[src/rtl/csi_stream_scheduler.sv]
// -----------------------------------------------------------------------------
// csi_stream_scheduler
//
// Shares one CSI AXI-stream output (towards DMA) between N_CHAN extractor
// sources. Whole frames are granted round-robin. Each granted frame is
// preceded by a one-word header {HDR_TAG, channel, 4'h0, sequence}. A frame
// longer than MAX_LEN beats is cut at MAX_LEN beats, and tlast is forced on
// the final forwarded beat. The remaining source beats are accepted and
// discarded.
//
// Ports
//   clk_in, rst_in      clock, synchronous active-high reset
//   s_axis_*            per-source streams; source c uses tdata[32*c +: 32]
//   m_axis_*            merged output, driven from a single register stage
//   cfg_chan_en_in      per-source grant enable, sampled only when idle
//   busy_out            a frame is in progress or the output register is full
//   trunc_pulse_out     one-cycle pulse; it coincides with the truncated last beat
//   seq_out             sequence number the next header will carry
// -----------------------------------------------------------------------------
module csi_stream_scheduler #(
  parameter int         N_CHAN  = 4,
  parameter int         MAX_LEN = 64,
  parameter logic [7:0] HDR_TAG = 8'hC5
) (
  input  logic                  clk_in,
  input  logic                  rst_in,
  input  logic [N_CHAN-1:0]     s_axis_tvalid,
  input  logic [N_CHAN-1:0]     s_axis_tlast,
  input  logic [32*N_CHAN-1:0]  s_axis_tdata,
  output logic [N_CHAN-1:0]     s_axis_tready,
  output logic                  m_axis_tvalid,
  output logic                  m_axis_tlast,
  output logic [31:0]           m_axis_tdata,
  input  logic                  m_axis_tready,
  input  logic [N_CHAN-1:0]     cfg_chan_en_in,
  output logic                  busy_out,
  output logic                  trunc_pulse_out,
  output logic [15:0]           seq_out
);

  localparam int CW = (N_CHAN > 1) ? $clog2(N_CHAN) : 1;
  localparam int BW = $clog2(MAX_LEN) + 1;

  typedef enum logic [1:0] {
    ST_IDLE,
    ST_HDR,
    ST_DATA,
    ST_DRAIN
  } state_t;

  state_t          state_q, state_d;
  logic [CW-1:0]   grant_q, grant_d;
  logic [CW-1:0]   last_grant_q, last_grant_d;
  logic [BW-1:0]   beat_cnt_q, beat_cnt_d;
  logic [15:0]     seq_q, seq_d;
  logic            m_valid_q, m_valid_d;
  logic            m_last_q, m_last_d;
  logic [31:0]     m_data_q, m_data_d;
  logic            trunc_q, trunc_d;

  // Unpack the flat source data bus into one word per channel.
  logic [31:0] src_data [N_CHAN];
  for (genvar gi = 0; gi < N_CHAN; gi++) begin : g_unpack
    assign src_data[gi] = s_axis_tdata[32*gi +: 32];
  end

  logic [N_CHAN-1:0] req;
  logic [CW-1:0]     pick;
  logic              pick_vld;
  logic              out_free;
  logic              at_max;

  assign req      = s_axis_tvalid & cfg_chan_en_in;
  assign out_free = !m_valid_q || m_axis_tready;
  assign at_max   = (beat_cnt_q == BW'(MAX_LEN - 1));

  // Round-robin search starting just after last_grant. The loop runs from the
  // farthest offset down to the nearest one, so the nearest requester is
  // written last and wins.
  always_comb begin : rr_search
    int idx;
    idx      = 0;
    pick     = '0;
    pick_vld = 1'b0;
    for (int i = N_CHAN; i >= 1; i--) begin
      idx = int'(last_grant_q) + i;
      if (idx >= N_CHAN) idx = idx - N_CHAN;
      if (req[CW'(idx)]) begin
        pick     = CW'(idx);
        pick_vld = 1'b1;
      end
    end
  end

  always_comb begin
    state_d       = state_q;
    grant_d       = grant_q;
    last_grant_d  = last_grant_q;
    beat_cnt_d    = beat_cnt_q;
    seq_d         = seq_q;
    // A word the sink accepts this cycle leaves the register unless something
    // new is loaded below.
    m_valid_d     = m_valid_q && !m_axis_tready;
    m_last_d      = m_last_q;
    m_data_d      = m_data_q;
    trunc_d       = 1'b0;
    s_axis_tready = '0;

    case (state_q)
      ST_IDLE: begin
        if (pick_vld) begin
          grant_d      = pick;
          last_grant_d = pick;
          beat_cnt_d   = '0;
          state_d      = ST_HDR;
        end
      end

      ST_HDR: begin
        if (out_free) begin
          m_valid_d = 1'b1;
          m_last_d  = 1'b0;
          m_data_d  = {HDR_TAG, 4'(grant_q), 4'h0, seq_q};
          seq_d     = seq_q + 16'd1;
          state_d   = ST_DATA;
        end
      end

      ST_DATA: begin
        s_axis_tready[grant_q] = out_free;
        if (out_free && s_axis_tvalid[grant_q]) begin
          m_valid_d  = 1'b1;
          m_data_d   = src_data[grant_q];
          m_last_d   = s_axis_tlast[grant_q] || at_max;
          beat_cnt_d = beat_cnt_q + 1'b1;
          if (s_axis_tlast[grant_q]) begin
            state_d = ST_IDLE;
          end else if (at_max) begin
            trunc_d = 1'b1;
            state_d = ST_DRAIN;
          end
        end
      end

      ST_DRAIN: begin
        // Overflow beats are swallowed until the source closes its frame.
        s_axis_tready[grant_q] = 1'b1;
        if (s_axis_tvalid[grant_q] && s_axis_tlast[grant_q]) begin
          state_d = ST_IDLE;
        end
      end

      default: state_d = ST_IDLE;
    endcase
  end

  always_ff @(posedge clk_in) begin
    if (rst_in) begin
      state_q      <= ST_IDLE;
      grant_q      <= '0;
      last_grant_q <= CW'(N_CHAN - 1);
      beat_cnt_q   <= '0;
      seq_q        <= '0;
      m_valid_q    <= 1'b0;
      m_last_q     <= 1'b0;
      m_data_q     <= '0;
      trunc_q      <= 1'b0;
    end else begin
      state_q      <= state_d;
      grant_q      <= grant_d;
      last_grant_q <= last_grant_d;
      beat_cnt_q   <= beat_cnt_d;
      seq_q        <= seq_d;
      m_valid_q    <= m_valid_d;
      m_last_q     <= m_last_d;
      m_data_q     <= m_data_d;
      trunc_q      <= trunc_d;
    end
  end

  assign m_axis_tvalid   = m_valid_q;
  assign m_axis_tlast    = m_last_q;
  assign m_axis_tdata    = m_data_q;
  assign trunc_pulse_out = trunc_q;
  assign seq_out         = seq_q;
  assign busy_out        = (state_q != ST_IDLE) || m_valid_q;

endmodule
[config.mk]
export PLATFORM = sky130hd
export DESIGN_NAME = csi_stream_scheduler
export DESIGN_NICKNAME = d
export VERILOG_FILES = /design/src/rtl/csi_stream_scheduler.sv
export SDC_FILE = /design/constraint.sdc
export NUM_CORES = 1
export LEC_CHECK = 0
export CAP_MARGIN = 0
export CORE_MARGIN = 10
export CORE_UTILIZATION = 43
export DETAILED_ROUTE_END_ITERATION = 12
export PLACE_DENSITY = 0.92
export SYNTH_ARGS = -nofsm -noshare
export SYNTH_HDL_FRONTEND = slang
export SYNTH_SLANG_ARGS = --single-unit
[constraint.sdc]
create_clock -name clk_in -period 4.85 [get_ports clk_in]
set_clock_uncertainty 0.2 [all_clocks]
set_input_delay 0.97 -clock clk_in [delete_from_list [all_inputs] [get_ports clk_in]]
set_output_delay 0.97 -clock clk_in [all_outputs]
set_load 0.005 [all_outputs]
==> summary.md, run 1 <==
| Metric | Value |
|---|---|
| Crit path to | `s_axis_tready[2]` |
| Maximum number of pins on one net before global-route repair | `61` |
| WL/cell | `19.6 µm` |
| Clk slew on worst S/H paths | `0.08 ns` |
| DR vias | `3717` |
| Top delay family on crit path | `buffers and inverters` |
| Number of synthesized register bits | `64` |
| FFs w/ async S/R, synth | `0%` |
| Max stage delay on crit path | `0.56 ns` |
| Sequential share of the synthesized area | `33.9%` |
| Mapped cell area | `3780 µm²` |
| Crit Path Category | `primary input to output pin` |
| Main combinational cell family by area after synthesis | `multiplexers` |
| Netlist cell types | `49` |
| Number of synthesized flops with an enable pin | `0` |
| Final hold vios | `0` |
| FMAX | `248 MHz` |
| Max VDD drop | `0.000273 V` |
| Synthesis-to-finish area growth | `58.3%` |
| PostCTS Resize Cnt | `0` |
| Number of global-route vias before repair | `4049` |
| Adder-cell share of the synthesized area | `2.32%` |
| Crit Reg-Reg Startpoint | `grant_q[1]$_SDFFE_PP0P_` |
| Internal power | `1.63 mW` |
| Total grt overflow | `0` |
| Clk sink count | `64` |
| Mux share of post-synthesis cell area | `24.8%` |
| First-pass iteration count of the detailed router | `6` |
| Antenna viol nets, final | `0` |
| Leakage | `2.05 nW` |
| Sw power | `0.892 mW` |
| Reg-to-reg endpoint | `m_axis_tdata[5]$_SDFFE_PP0P_` |
| CTS Buf Count | `9` |
| Most common cell type on the critical path | `clkdlybuf4s50_1` |
| Starting density of the core | `43.8%` |
| Die width | `114 µm` |
| Flop-to-flop setup slack | `1.72 ns` |
| Power density over the cells | `422 nW/µm²` |
| Slew Limit Fails | `0` |
| Crit-path cells | `clkdlybuf4s50_1 > nand2b_1 > a21oi_1 > nor3b_1 > clkdlybuf4s50_1` |
| CTS tree | `built` |
| Critical path arrival | `2.86 ns` |
| Area share of and/or/nand/nor cells after synthesis | `16.4%` |
| Startpoint types | `primary input` |
| Initial antenna violation count | `0` |
| Hold Path Class | `flop to flop` |
| Io pins | `199` |
| FF-to-FF path depth | `5` |
| Number of gates on the worst path with buffers counted | `5` |
| Drt via density | `5.47` |
| # rows | `34` |
| Share of cells above drive strength 1 | `11.2%` |
| Cell with the most instances after synthesis | `dfxtp_1` |
| Clk network pwr share | `20.4%` |
| # hold bufs at CTS | `0` |
| Hpwl dp | `10600 µm` |
| Commonest cells in the synthesized netlist | `64 x dfxtp_1, 50 x nor2_1, 32 x mux4_2` |
| Core box area | `8640 µm²` |
| CTS Root Cell | `clkbuf_8` |
| Area leader, netlist | `dfxtp_1` |
| Final worst path period need | `4.03 ns` |
| Final wirelength | `13300 µm` |
| Post-synthesis cell count | `384` |
| Nets | `717` |
| Crit share post-route | `83.0%` |
| Share of the synthesized area in the top cell type | `33.9%` |
| Final Setup Violations | `0` |
| H-tree Lvls | `3` |
| DRC viols | `0` |
| Die footprint | `12900 µm²` |
| Port bufs | `198` |
| Dominant cells by area after synthesis | `dfxtp_1 34%, mux4_2 19%, nor2_1 5.0%` |
| RSZ-0062 raised after global routing | `false` |
| Slowest stage cell, crit path | `clkdlybuf4s50_1` |
| CP Max Fanout | `10` |
| Clock latency on the worst-skew pair | `0.34 ns` |
| Post-CTS Repair Setup Buffers | `0` |
| Status | `completed` |
| DRT iter0 DRCs | `112` |
| Sequential power share | `31.7%` |
| Slew @ Worst Pin | `1.15 ns` |
| Syn_nets | `534` |
| Die Y | `114 µm` |
| Switching power share of the total | `35.3%` |
| # diodes | `0` |
| Overall power | `2.53 mW` |
| WP buf/inv | `2` |
| First-pass GRT wire length | `20400 µm` |
| Xor-xnor portion of the synthesized cell area | `4.17%` |
| CTS Buffer Depth | `2` |
| CP Data Required Time | `3.68 ns` |
| GPL Wtd Cong | `0.807` |
| Top FF cell, synth | `dfxtp_1` |
| Critical Path Source | `m_axis_tready` |
| Post-synthesis compound-gate area fraction | `13.7%` |
| Worst relative slew slack | `23.0%` |
| Fin Setup TNS | `0 ns` |
| Maxcap violations | `0` |
| Syn. warnings | `0` |
| GR Util All Layers | `19.5%` |
| Crit path capture type | `output pin` |
| Syn avg cell area | `9.85 µm²` |
| Gate power share | `47.9%` |
## cell usage in the layout, fill, tap and decap left out, types with 6 or more instances in the layout
cell | netlist | layout
nand3_1 | 15 | 15
mux2i_1 | 18 | 18
dfxtp_1 | 64 | 62
nor3_1 | 7 | 7
inv_1 | 9 | 9
mux4_2 | 32 | 32
clkdlybuf4s50_1 | 0 | 197
clkbuf_8 | 0 | 10
a22oi_1 | 11 | 11
o21ai_0 | 15 | 15
nand2_1 | 29 | 29
nor2_1 | 50 | 50
a211oi_1 | 17 | 17
nand4_1 | 7 | 7
xor2_1 | 14 | 14
ha_1 | 7 | 6
a21oi_1 | 17 | 17
## power groups by stage
stage | Sequential [mW] | Combinational [mW] | Clock [mW]
final | 0.800 | 1.21 | 0.516
after global placement | 0.803 | 1.17 | 0
after floorplan | 0.743 | 0.801 | 0
after detailed placement | 0.814 | 1.22 | 0
after CTS | 0.803 | 1.23 | 0.522
after global routing | 0.829 | 1.32 | 0.540
## worst min-delay path by stage
| stage | startpoint | end | slack [ns] | cells past startpoint |
|---|---|---|---|---|
| 2_1_floorplan | m_axis_tdata[24]$_SDFFE_PP0P_ | m_axis_tdata[24]$_SDFFE_PP0P_ | 0.25 | 2 |
| 3_3_place_gp | m_axis_tdata[30]$_SDFFE_PP0P_ | m_axis_tdata[30]$_SDFFE_PP0P_ | 0.24 | 2 |
| 3_5_place_dp | m_axis_tdata[30]$_SDFFE_PP0P_ | m_axis_tdata[30]$_SDFFE_PP0P_ | 0.25 | 2 |
| 4_1_cts | m_axis_tdata[30]$_SDFFE_PP0P_ | m_axis_tdata[30]$_SDFFE_PP0P_ | 0.26 | 2 |
| 5_1_grt | m_axis_tdata[26]$_SDFFE_PP0P_ | m_axis_tdata[26]$_SDFFE_PP0P_ | 0.28 | 2 |
| 6_report | m_axis_tdata[30]$_SDFFE_PP0P_ | m_axis_tdata[30]$_SDFFE_PP0P_ | 0.26 | 2 |
## through the flow
stage	setup WS [ns]	instances	hold slack [ns]	cell area [µm²]	util (%)
2_1_floorplan	1.92	384	0.248	3780	-
3_3_place_gp	0.896	664	0.238	5760	66.7
3_5_place_dp	0.839	664	0.252	5760	66.7
4_1_cts	0.809	680	0.261	5990	69.3
5_1_grt	0.691	680	0.285	5990	69.3
6_report	0.823	680	0.260	5990	69.3
## layout make-up
type / instances / area [µm²]
clock buffer: 11 / 141
clock inverter: 5 / 80.1
fill: 659 / 2650
inverter: 10 / 37.5
multi-input combinational: 283 / 2320
sequential: 64 / 1280
tap: 108 / 135
timing repair buffer: 199 / 1980
## kinds of logic after synthesis
group | Yosys count
and+or+nand+nor | 132
adders and majority gates | 7
AOI/OAI and AO/OA | 73
xor gates and xnor gates | 18
DFF | 64
muxes | 53
buffers and inverters | 37
## worst min-delay path: cells and delay by family, from the launching register on
kind | cells | cell delay [ns]
AOI/OAI and AO/OA | 1 | 0.05
DFF | 1 | 0.31
and+or+nand+nor | 1 | 0.05
## routing by layer
layer  GRT usage, %  share of wire, %  vias up
met2           37.4                54      132
li1               -                 -     1780
met4           6.02               1.5        0
met5              0                 0        -
met1           18.9                37     1788
met3           6.93               8.1       17
## sequential cells by signal (all words and copies together) (netlist names)
name	cells
state_q	2
m_axis_tdata	32
last_grant_q	2
grant_q	2
m_axis_tlast	1
trunc_pulse_out	1
beat_cnt_q	7
m_axis_tvalid	1
seq_out	16
Note: power is estimated with default switching activity, not from simulation.
==> inputs of run 2 (changes only) <==
--- a/config.mk
+++ b/config.mk
@@ -7,9 +7,9 @@
 export LEC_CHECK = 0
 export CAP_MARGIN = 0
 export CORE_MARGIN = 10
-export CORE_UTILIZATION = 43
+export CORE_UTILIZATION = 36
 export DETAILED_ROUTE_END_ITERATION = 12
-export PLACE_DENSITY = 0.92
+export PLACE_DENSITY = 0.82
 export SYNTH_ARGS = -nofsm -noshare
 export SYNTH_HDL_FRONTEND = slang
 export SYNTH_SLANG_ARGS = --single-unit
==> constraint.sdc (replaced) <==
create_clock -name clk_in -period 3.2 [get_ports clk_in]
set_clock_uncertainty 0.2 [all_clocks]
set_input_delay 0.64 -clock clk_in [delete_from_list [all_inputs] [get_ports clk_in]]
set_output_delay 0.64 -clock clk_in [all_outputs]
set_load 0.005 [all_outputs]
==> run 2 against run 1 <==
Wire length fell by 1.2%. Global-route usage shrank 2.4 points. Clock power increased by 19%. Flip-flop and latch count unchanged.
==> summary.md, run 2 (synthesized netlist as in run 1, its figures left out) <==
| Metric | Value |
|---|---|
| Share of cells above drive strength 1 | `12.7% (+1.5 points)` |
| Max VDD drop | `0.000264 V (-3.4%)` |
| Antenna viol nets, final | `0 (unchanged)` |
| Slew @ Worst Pin | `0.883 ns (-0.272 ns)` |
| Post-route setup slack | `0.164 ns (-0.659 ns)` |
| DR vias | `3733 (+0.43%)` |
| Overall power | `3.67 mW (+45%)` |
| H-tree Lvls | `3 (unchanged)` |
| Final worst path period need | `3.04 ns` |
| CTS tree | `built` |
| First-pass GRT wire length | `20600 µm (+0.95%)` |
| Starting density of the core | `36.8% (-7.0 points)` |
| Startpoint types | `primary input` |
| GR Util All Layers | `17.0% (-2.4 points)` |
| Place WS | `0.161 ns (-0.677 ns)` |
| Io pins | `199 (unchanged)` |
| Clock latency on the worst-skew pair | `0.33 ns (about the same)` |
| DRT iter0 DRCs | `192 (+71%)` |
| Sw power | `1.35 mW (+52%)` |
| Clk network pwr share | `16.7% (-3.7 points)` |
| Crit path capture type | `output pin` |
| FMAX | `329 MHz` |
| CP Data Required Time | `2.36 ns (-1.32 ns)` |
| Final instance area | `6040 µm² (+0.88%)` |
| Fill cells | `908 (+38%)` |
| Die Y | `122 µm (+7.7%)` |
| Maxcap violations | `0 (unchanged)` |
| Crit share post-route | `94.9%` |
| Power density over the cells | `607 nW/µm² (+44%)` |
| RSZ-0062 raised after global routing | `false` |
| Status | `completed` |
| CTS Buffer Depth | `2 (unchanged)` |
| Final wirelength | `13200 µm (-1.2%)` |
| Worst relative slew slack | `41.0% (+18 points)` |
| Nets | `726 (+1.3%)` |
| # diodes | `0 (unchanged)` |
| Number of global-route vias before repair | `3955 (-2.3%)` |
| First-pass iteration count of the detailed router | `5 (-1)` |
| CP Max Fanout | `4 (-6)` |
| PostCTS Resize Cnt | `0 (unchanged)` |
| Final hold vios | `0 (unchanged)` |
| CTS Buf Count | `9 (unchanged)` |
| Clk slew on worst S/H paths | `0.08 ns (about the same)` |
| Die width | `122 µm (+7.7%)` |
| Hold Path Class | `flop to flop` |
| GPL Wtd Cong | `0.829 (+2.7%)` |
| Post-CTS Repair Setup Buffers | `0 (unchanged)` |
| Max reg flops | `32 (unchanged)` |
| CTS Root Cell | `clkbuf_8` |
| DRC viols | `0 (unchanged)` |
| Die footprint | `15000 µm² (+16%)` |
| Fin Setup TNS | `0 ns (unchanged)` |
| Placed cell count | `701 (+5.6%)` |
| Final non-filler cell total | `717 (+5.4%)` |
| # hold bufs at CTS | `0 (unchanged)` |
| Core box area | `10300 µm² (+19%)` |
| Port bufs | `198 (unchanged)` |
| Hpwl dp | `10800 µm (+2.1%)` |
| # rows | `37 (+8.8%)` |
| Initial antenna violation count | `0 (unchanged)` |
| Gate power share | `51.8% (+3.9 points)` |
| Placed Instance Area | `5870 µm² (+1.8%)` |
| Final core occ | `58.8% (-11 points)` |
| Switching power share of the total | `36.9% (+1.6 points)` |
| Final hold slack | `0.259 ns (-0.00101 ns)` |
| Internal power | `2.31 mW (+42%)` |
| Commonest cells after routing, fill and taps aside | `197 x clkdlybuf4s50_1, 62 x dfxtp_1, 50 x nor2_1` |
| Clk sink count | `64 (unchanged)` |
| Most common cell after layout, fill and taps aside | `clkdlybuf4s50_1` |
| Final Setup Violations | `0 (unchanged)` |
| Synthesis-to-finish area growth | `59.7%` |
| Maximum number of pins on one net before global-route repair | `41 (-33%)` |
| Crit Path Category | `primary input to output pin` |
| Leakage | `2.07 nW (+1.3%)` |
| Slew Limit Fails | `0 (unchanged)` |
| Critical path arrival | `2.20 ns (-0.66 ns)` |
| Drt via density | `5.21 (-4.8%)` |
| Sequential power share | `31.5% (-0.2 points)` |
| WL/cell | `18.4 µm (-6.3%)` |
| Total grt overflow | `0 (unchanged)` |
-- run 2: cell count changes in the layout (fill, tap and decap cells not counted) --
cell,delta
clkbuf_8,-1
clkinv_2,+2
bufinv_16,-2
inv_6,+1
clkbuf_1,-1
buf_4,+9
clkinv_4,+1
-- run 2: per-layer routing --
| layer | vias to the layer above | part of all wire (%) | global-route usage [%] | wire length [µm] |
|---|---|---|---|---|
| li1 | 1803 | - | - | - |
| met1 | 1768 | 38 | 18.0 | 4970 |
| met2 | 148 | 52 | 30.7 | 6900 |
| met3 | 14 | 8.9 | 7.71 | 1170 |
| met4 | 0 | 1.0 | 3.39 | 133 |
| met5 | - | 0 | 0 | 0 |
-- run 2: power by group through the flow --
stage / clock, mW / sequential (mW) / combinational (mW)
floorplan: 0 / 1.13 / 1.21
global placement: 0 / 1.16 / 1.87
detailed placement: 0 / 1.17 / 1.93
CTS: 0.638 / 1.16 / 1.94
global route: 0.668 / 1.19 / 2.09
finish: 0.612 / 1.15 / 1.90
-- run 2: worst max-delay path: stages --
cell,delay (ns)
clkdlybuf4s50_1,0.41
nand2b_1,0.17
a21oi_1,0.40
nor3_1,0.10
clkdlybuf4s50_1,0.48
-- run 2: layout make-up --
| class | count | area (µm²) | share of cell area [%] |
|---|---|---|---|
| Multi-Input combinational cell | 283 | 2320 | 38.5 |
| Timing Repair Buffer | 208 | 2050 | 34.0 |
| Sequential cell | 64 | 1280 | 21.3 |
| Tap cell | 136 | 170 | 2.82 |
| Clock buffer | 9 | 124 | 2.05 |
| Clock inverter | 7 | 47.5 | 0.787 |
| Inverter | 10 | 37.5 | 0.622 |
-- run 2: worst paths after layout --
| check | from | end | slack (ns) | cells after the start |
|---|---|---|---|---|
| setup / recovery | m_axis_tready | s_axis_tready[0] | 0.16 | 5 |
| hold / removal | m_axis_tdata[26]$_SDFFE_PP0P_ | m_axis_tdata[26]$_SDFFE_PP0P_ | 0.26 | 2 |
| setup reg to reg | grant_q[1]$_SDFFE_PP0P_ | m_axis_tdata[20]$_SDFFE_PP0P_ | 0.57 | 5 |
| hold reg to reg | m_axis_tdata[26]$_SDFFE_PP0P_ | m_axis_tdata[26]$_SDFFE_PP0P_ | 0.26 | 2 |
==> inputs of run 3 (changes only) <==
--- a/config.mk
+++ b/config.mk
@@ -10,6 +10,7 @@
 export CORE_UTILIZATION = 36
 export DETAILED_ROUTE_END_ITERATION = 12
 export PLACE_DENSITY = 0.82
+export SLEW_MARGIN = 10
 export SYNTH_ARGS = -nofsm -noshare
 export SYNTH_HDL_FRONTEND = slang
 export SYNTH_SLANG_ARGS = --single-unit
==> results of run 3 <==
Same layout as run 2: the final DEF is identical, and so are final timing and power.
